`src/rtl/led_seq_ctrl.sv`:
```
// led_seq_ctrl
//   Sequencer for the LED pattern datapath. A prescaler divides the clock
//   down to a step rate that i_rate selects. Each step, or each i_step pulse
//   while paused, advances a small pattern state machine that drives the LED
//   bank: rotate left, rotate right, ping-pong, or flash.
//
// Parameters
//   NB_LEDS   LED bank width (>=2)
//   NB_COUNT  prescaler counter width
//   RATE0..3  tick period in clocks for i_rate = 0..3 (each >=2)
//
// Ports
//   i_clk   in   1        system clock
//   i_rst   in   1        asynchronous active-low reset
//   i_en    in   1        1 = run (prescaler counts), 0 = pause (counter holds)
//   i_rate  in   2        rate select -> RATE0..RATE3
//   i_mode  in   2        00 rot-left, 01 rot-right, 10 ping-pong, 11 flash
//   i_step  in   1        single-cycle pulse; advances one step while paused
//   o_led   out  NB_LEDS  LED pattern (registered)
//   o_tick  out  1        high in the cycle o_led first shows a new value
//   o_dir   out  1        0 = moving toward MSB, 1 = moving toward LSB
module led_seq_ctrl #(
  parameter int          NB_LEDS  = 4,
  parameter int          NB_COUNT = 32,
  parameter int unsigned RATE0    = 50000000,
  parameter int unsigned RATE1    = 25000000,
  parameter int unsigned RATE2    = 10000000,
  parameter int unsigned RATE3    = 5000000
) (
  input  logic               i_clk,
  input  logic               i_rst,
  input  logic               i_en,
  input  logic [1:0]         i_rate,
  input  logic [1:0]         i_mode,
  input  logic               i_step,
  output logic [NB_LEDS-1:0] o_led,
  output logic               o_tick,
  output logic               o_dir
);

  localparam logic [1:0] ST_SHIFT_L = 2'd0;
  localparam logic [1:0] ST_SHIFT_R = 2'd1;
  localparam logic [1:0] ST_FLASH   = 2'd2;

  localparam logic [1:0] MODE_ROT_L = 2'b00;
  localparam logic [1:0] MODE_ROT_R = 2'b01;
  localparam logic [1:0] MODE_PING  = 2'b10;
  localparam logic [1:0] MODE_FLASH = 2'b11;

  localparam logic [NB_LEDS-1:0]  LED_SEED = NB_LEDS'(1);
  localparam logic [NB_LEDS-1:0]  LED_ALL  = '1;
  localparam logic [NB_COUNT-1:0] CNT_ONE  = NB_COUNT'(1);

  function automatic logic [NB_LEDS-1:0] rot_l(input logic [NB_LEDS-1:0] v);
    return {v[NB_LEDS-2:0], v[NB_LEDS-1]};
  endfunction

  function automatic logic [NB_LEDS-1:0] rot_r(input logic [NB_LEDS-1:0] v);
    return {v[0], v[NB_LEDS-1:1]};
  endfunction

  logic [NB_COUNT-1:0] cnt;
  logic [NB_COUNT-1:0] limit;
  logic [NB_COUNT-1:0] limit_m1;
  logic                tick;
  logic [1:0]          state;
  logic [1:0]          state_nxt;
  logic [NB_LEDS-1:0]  led_nxt;
  logic                led_one_hot;

  // Prescaler: the rate select feeds the compare directly, so lowering the
  // period below the current count fires a tick on the very next edge.
  always_comb begin
    case (i_rate)
      2'd0:    limit = NB_COUNT'(RATE0);
      2'd1:    limit = NB_COUNT'(RATE1);
      2'd2:    limit = NB_COUNT'(RATE2);
      default: limit = NB_COUNT'(RATE3);
    endcase
  end

  assign limit_m1 = limit - CNT_ONE;
  // While paused only the step button advances; while running it is ignored.
  assign tick     = i_en ? (cnt >= limit_m1) : i_step;

  always_ff @(posedge i_clk or negedge i_rst) begin
    if (!i_rst) begin
      cnt <= '0;
    end else if (i_en) begin
      cnt <= (cnt >= limit_m1) ? '0 : cnt + CNT_ONE;
    end
  end

  // Pattern next-state; only committed on a tick.
  assign led_one_hot = (o_led != '0) && ((o_led & (o_led - LED_SEED)) == '0);

  always_comb begin
    state_nxt = state;
    led_nxt   = o_led;
    if ((i_mode != MODE_FLASH) && !led_one_hot) begin
      // Shift modes need exactly one lit LED; re-seed instead of shifting.
      state_nxt = ST_SHIFT_L;
      led_nxt   = LED_SEED;
    end else begin
      case (state)
        ST_SHIFT_L: begin
          case (i_mode)
            MODE_ROT_L: led_nxt = rot_l(o_led);
            MODE_ROT_R: begin
              state_nxt = ST_SHIFT_R;
              led_nxt   = rot_r(o_led);
            end
            MODE_PING: begin
              if (o_led[NB_LEDS-1]) begin
                state_nxt = ST_SHIFT_R;
                led_nxt   = o_led >> 1;
              end else begin
                led_nxt = o_led << 1;
              end
            end
            default: begin
              state_nxt = ST_FLASH;
              led_nxt   = LED_ALL;
            end
          endcase
        end
        ST_SHIFT_R: begin
          case (i_mode)
            MODE_ROT_R: led_nxt = rot_r(o_led);
            MODE_ROT_L: begin
              state_nxt = ST_SHIFT_L;
              led_nxt   = rot_l(o_led);
            end
            MODE_PING: begin
              if (o_led[0]) begin
                state_nxt = ST_SHIFT_L;
                led_nxt   = o_led << 1;
              end else begin
                led_nxt = o_led >> 1;
              end
            end
            default: begin
              state_nxt = ST_FLASH;
              led_nxt   = LED_ALL;
            end
          endcase
        end
        ST_FLASH: begin
          if (i_mode == MODE_FLASH) begin
            // Toggle between all-on and all-off; anything else recovers to all-on.
            led_nxt = ((o_led == LED_ALL) || (o_led == '0)) ? ~o_led : LED_ALL;
          end else begin
            state_nxt = ST_SHIFT_L;
          end
        end
        default: begin
          state_nxt = ST_SHIFT_L;
          led_nxt   = LED_SEED;
        end
      endcase
    end
  end

  // Output registers: o_tick is the registered tick, aligned with the new o_led.
  always_ff @(posedge i_clk or negedge i_rst) begin
    if (!i_rst) begin
      state  <= ST_SHIFT_L;
      o_led  <= LED_SEED;
      o_dir  <= 1'b0;
      o_tick <= 1'b0;
    end else begin
      o_tick <= tick;
      if (tick) begin
        state <= state_nxt;
        o_led <= led_nxt;
        o_dir <= (state_nxt == ST_SHIFT_R);
      end
    end
  end

endmodule

```
`config.mk`:
```
export PLATFORM = sky130hd
export DESIGN_NAME = led_seq_ctrl
export DESIGN_NICKNAME = d
export VERILOG_FILES = /design/src/rtl/led_seq_ctrl.sv
export SDC_FILE = /design/constraint.sdc
export NUM_CORES = 1
export LEC_CHECK = 0
export CAP_MARGIN = 20
export CORE_ASPECT_RATIO = 0.7
export CORE_MARGIN = 10
export CORE_UTILIZATION = 43
export CTS_CLUSTER_DIAMETER = 50
export DETAILED_ROUTE_END_ITERATION = 10
export SYNTH_ARGS = -nofsm -noshare
export SYNTH_HDL_FRONTEND = slang
export SYNTH_SLANG_ARGS = --single-unit
export TNS_END_PERCENT = 50
```
`constraint.sdc`:
```
create_clock -name i_clk -period 5.79 [get_ports i_clk]
set_input_delay 0.8685 -clock i_clk [delete_from_list [all_inputs] [get_ports i_clk]]
set_output_delay 0.8685 -clock i_clk [all_outputs]
set_load 0.01 [all_outputs]
```
**Word level (Yosys, flattened, before mapping)**

Index checks and enable logic that the tools add are counted.
Widths: inputs -> output; s select.

- Register bits after elaboration: 40
- Bits of input ports: 8
- Output and inout bits: 6

- Add/sub/neg operators: 3
- Reductions and logical operators: 11
- Multiplexer cells: 18
- Equal/unequal tests: 11
- $lt $le $gt $ge: 1
- Bitwise gates (word level): 2

Operators by type and width:

| operator | count |
|---|---|
| $pmux 26 s3 | 1 |
| $pmux 4 s3 | 3 |
| $add 32x1->32 const B | 1 |
| $ge 32x32->1 | 1 |
| $mux 32 | 1 |
| $sub 32x1->32 const B | 1 |
| $mux 4 | 5 |
| $pmux 2 s3 | 3 |
| $eq 2x1->1 const B | 4 |
| $eq 2x2->1 const B | 4 |
| $logic_not 4->1 | 2 |
| $mux 2 | 4 |
| $logic_not 2->1 | 3 |
| $and 4x4->4 | 1 |
| $eq 4x4->1 const B | 1 |
| $not 4->4 | 1 |
| $reduce_bool 4->1 | 1 |
| $sub 4x1->4 const B | 1 |
| $ne 3x3->1 const B | 1 |
| $logic_and 1x1->1 | 2 |
| $ne 2x2->1 const B | 1 |
| $reduce_and 2->1 | 1 |
| $logic_not 1->1 | 1 |
| $logic_or 1x1->1 | 1 |
| $mux 1 | 1 |

**Depth between registers and ports, before layout**

- Depth after elaboration: 8
- Depth in mapped cells: 13

**Least setup slack after synthesis**

OpenSTA, ideal clock, no wires.

- Path kind: input to register
- Start: input port i_rate[0]
- End: register o_led[1]
- Path buffers: 0
- Library setup time: 125 ps
- Slack: 2,719 ps
- Required time: 5,665 ps
- Arrival: 2,946 ps
- Stages on the path: 11
- Cells stage by stage: inv_2 > nand2_1 > inv_1 > ha_1 > nand4_1 > nor2_1 > a41oi_1 > a2111oi_4 > nor2_2 > a211o_4 > mux2_4

- Cells in the longest elaborated chain, start to end: 6

RTL lines:

| what | line | source |
|---|---|---|
| start, declared | 33 | `input logic [1:0] i_rate,` |
| $eq 2x2->1, or another cell as far along | 74 | `case (i_rate)` |
| $pmux 26 s3 * | 74 |  |
| $sub 32x1->32 * | 82 | `assign limit_m1 = limit - CNT_ONE;` |
| $ge 32x32->1 * | 84 | `assign tick = i_en ? (cnt >= limit_m1) : i_step;` |
| $mux 1 * | 84 |  |
| $reduce_and 2->1 (no line) * | - |  |
| end signal, assigned | 175 | `o_led <= led_nxt;` |
| end, declared | 36 | `output logic [NB_LEDS-1:0] o_led,` |

Every way passes the cells marked *; elsewhere a longest branch is shown, timed or not.
A chain may end at the register's enable or synchronous reset.

**Worst setup path in the final report**

- Start: input port i_rate[0]
- End: register cnt[24]

- Cells in the longest elaborated chain, start to end: 5

RTL lines:

| what | line | source |
|---|---|---|
| $eq 2x2->1, or another cell as far along | 74 |  |
| $pmux 26 s3 * | 74 |  |
| $sub 32x1->32 * | 82 |  |
| $ge 32x32->1 * | 90 | `cnt <= (cnt >= limit_m1) ? '0 : cnt + CNT_ONE;` |
| $mux 32 * | 90 |  |
| end signal, assigned | 90 |  |
| end, declared | 62 | `logic [NB_COUNT-1:0] cnt;` |

Marked as above.

==> results.cfg <==
[outcome]
run_status = finished clean

[cells_and_area]
layout.nets = 345
drive_gt1_frac = 0.0975
post-route-util = 0.486
area_growth_pct = 10.2
n_antenna_cell = 0

[floorplanning]
initial_core_util = 0.441
ios = 14
die_y_um = 86.8
core_area_mm2 = 0.00622
die_w_um = 115
dieArea_mm2 = 0.0100
num_rows = 24

[logic_synthesis]
yosysTopAreaCell = dfrtp_1
synth_edf_count = 0
yosysWarningCount = 0
yosysTopAreaCellShare = 0.356
synth-seq-cells = 40
postSynth.asyncResetShare = 1.00
yosysSeqAreaShare = 0.366
syn_area_per_cell_um2 = 8.84
yosys-top-cells-area = dfrtp_1, ha_1, nor2_1
syn-num-nets = 338
synth_area_mm2 = 0.00274
syn_inst = 310
yosys-top-cells-count = nor2_1, dfrtp_1, nand2_1
ys_types = 53
synth_most_common_cell = nor2_1
ys.flop_type = dfrtp_1

[global_routing]
grt_use_total = 0.131
grt_pass1_vias = 2026
grt_overflow = 0
antenna_found_initial = 0
grt_pass1_wl_mm = 10.6
grt_start_max_net_pins = 41

[route]
drc = 0
drt_wl_total_mm = 6.17
first_pass_iters = 4
ant_nets = 0
vias = 2174
drt_iter0_drc = 142
routed_via_density = 5.49
wl_per_cell_um = 15.6

[pwr]
total_power_mw = 0.847
internal-power_mw = 0.562
power_switching_mw = 0.285
pwr-share-clk = 0.267
swShare = 0.336
leakagePower_nw = 1.38
vdd_drop_max_v = 0.000133
comb_power_share = 0.286
powerDensity_mw_per_mm2 = 280
p_seq_frac = 0.447

[sta]
rsz0062_at_grt = no
finalCritPeriodShare = 0.702
finalSetupTns_ns = 0
worstMarginPinSlew_ns = 0.892
hold_viol_final = 0
max_freq_mhz = 246
skew_ns = 0.00252
period_needed_ns = 4.07
slew_headroom = 0.405
slew_viol_final = 0
finalSetupViolCount = 0

[placed_design]
place_hpwl_mm = 4.66
io_buffer_count = 13
gp_congestion = 0.923

[flow_run]
drv_cap = 0

[setup_path]
ff2ff_setup_slack_ns = 2.73
worst_setup_path_start_kind = input port
cp_max_fo = 15
end_kind = register
reg2reg_depth = 9
cp.required_ns = 5.97
critPathArrivalTime_ns = 4.25
critPathKind = input port to register

[clock_network]
cts_hold_buffers = 0
clk_pin_slew_ns = 0.08
cts_setup_buffers = 0
cts_sinks = 40
cts_tree = done
htreeDepth = 2
cts_made_buffers = 5
cts.path.max_buffers = 2
root_buffer = clkbuf_8
clk_latency_ns = 0.29
cts_resized = 0

[hold_path]
holdPathStages = 1
hold_class = register to register
[sequential cells by signal (all words and copies together) (netlist names)]
| name | count |
|---|---|
| state | 2 |
| o_dir | 1 |
| o_tick | 1 |
| o_led | 4 |
| cnt | 32 |
[placed cells by master, fill, tap and decap left out, types with 5 or more instances in the layout]
cell and n:
clkdlybuf4s50_1 12, ha_1 20, xor2_1 9, nor2_1 41, o31ai_1 6, nand2_1 29, a21oi_1 14, nand3_1 15
xnor2_1 13, clkbuf_8 5, and3_1 6, dfrtp_1 39, inv_1 15, nand4_1 8, o21ai_0 9
[layout make-up]
class / instances / area [um2]
inverter: 18 / 67.6
sequential: 40 / 1000
clock buffer: 6 / 72.6
timing repair buffer: 14 / 133
multi-input combinational: 238 / 1610
clock inverter: 2 / 35.0
fill: 588 / 3200
tap: 78 / 97.6
[power by group through the flow]
stage | Clock [mW] | Combinational (mW) | Sequential [mW]
finish | 0.226 | 0.242 | 0.379
CTS | 0.234 | 0.242 | 0.378
global placement | 0 | 0.243 | 0.384
detailed placement | 0 | 0.241 | 0.383
global route | 0.248 | 0.270 | 0.388
floorplan | 0 | 0.194 | 0.348
[worst max-delay path, cell delays in order]
cell and delay [ns]:
clkdlybuf4s50_1 0.59, inv_2 0.13, nand2_1 0.11, inv_1 0.08, ha_1 0.29, nand4_1 0.13
nor2_1 0.19, a41oi_1 0.20, a2111oi_4 0.45, nor2_2 0.18, nor2b_1 0.63, buf_4 0.34
nor2_1 0.07
[cells by family (layout without fill, tap and decap cells)]
kind of cell | after synthesis | count (layout) | share of synthesized area
mux | 8 | 8 | 0.0338
compound gates | 59 | 59 | 0.154
other cells | 2 | 2 | 0.00274
buf+inv | 32 | 40 | 0.0457
xor+xnor | 23 | 23 | 0.0763
flops | 40 | 40 | 0.366
simple gates | 126 | 126 | 0.231
fa+ha+maj | 20 | 20 | 0.0913
[final timing paths]
check | startpoint | to
hold reg to reg | o_dir$_DFFE_PN0P_ | o_dir$_DFFE_PN0P_
min in group asynchronous | i_rst | cnt[11]$_DFFE_PN0P_
setup / recovery | i_rate[0] | cnt[24]$_DFFE_PN0P_
hold / removal | o_dir$_DFFE_PN0P_ | o_dir$_DFFE_PN0P_
setup reg to reg | cnt[0]$_DFFE_PN0P_ | cnt[24]$_DFFE_PN0P_
max in group asynchronous | i_rst | cnt[17]$_DFFE_PN0P_
[routing by layer]
metal / vias up / global-route usage / share of wire
li1: 1104 / - / -
met1: 1019 / 0.220 / 0.57
met5: - / 0 / 0
met3: 5 / 0.0311 / 0.061
met4: 0 / 0.0310 / 0.0073
met2: 46 / 0.153 / 0.36
[per-stage QoR]
| step | worst slack (ns) | cell area (um2) | std cells | hold WS (ns) |
|---|---|---|---|---|
| 2_1_floorplan | 2.72 | 2740 | 310 | 0.485 |
| 3_3_place_gp | 1.65 | 2910 | 388 | 0.493 |
| 3_5_place_dp | 1.41 | 2910 | 388 | 0.484 |
| 4_1_cts | 1.73 | 3020 | 396 | 0.515 |
| 5_1_grt | 1.51 | 3020 | 396 | 0.537 |
| 6_report | 1.72 | 3020 | 396 | 0.512 |
Note: power is estimated with default switching activity, not from simulation.
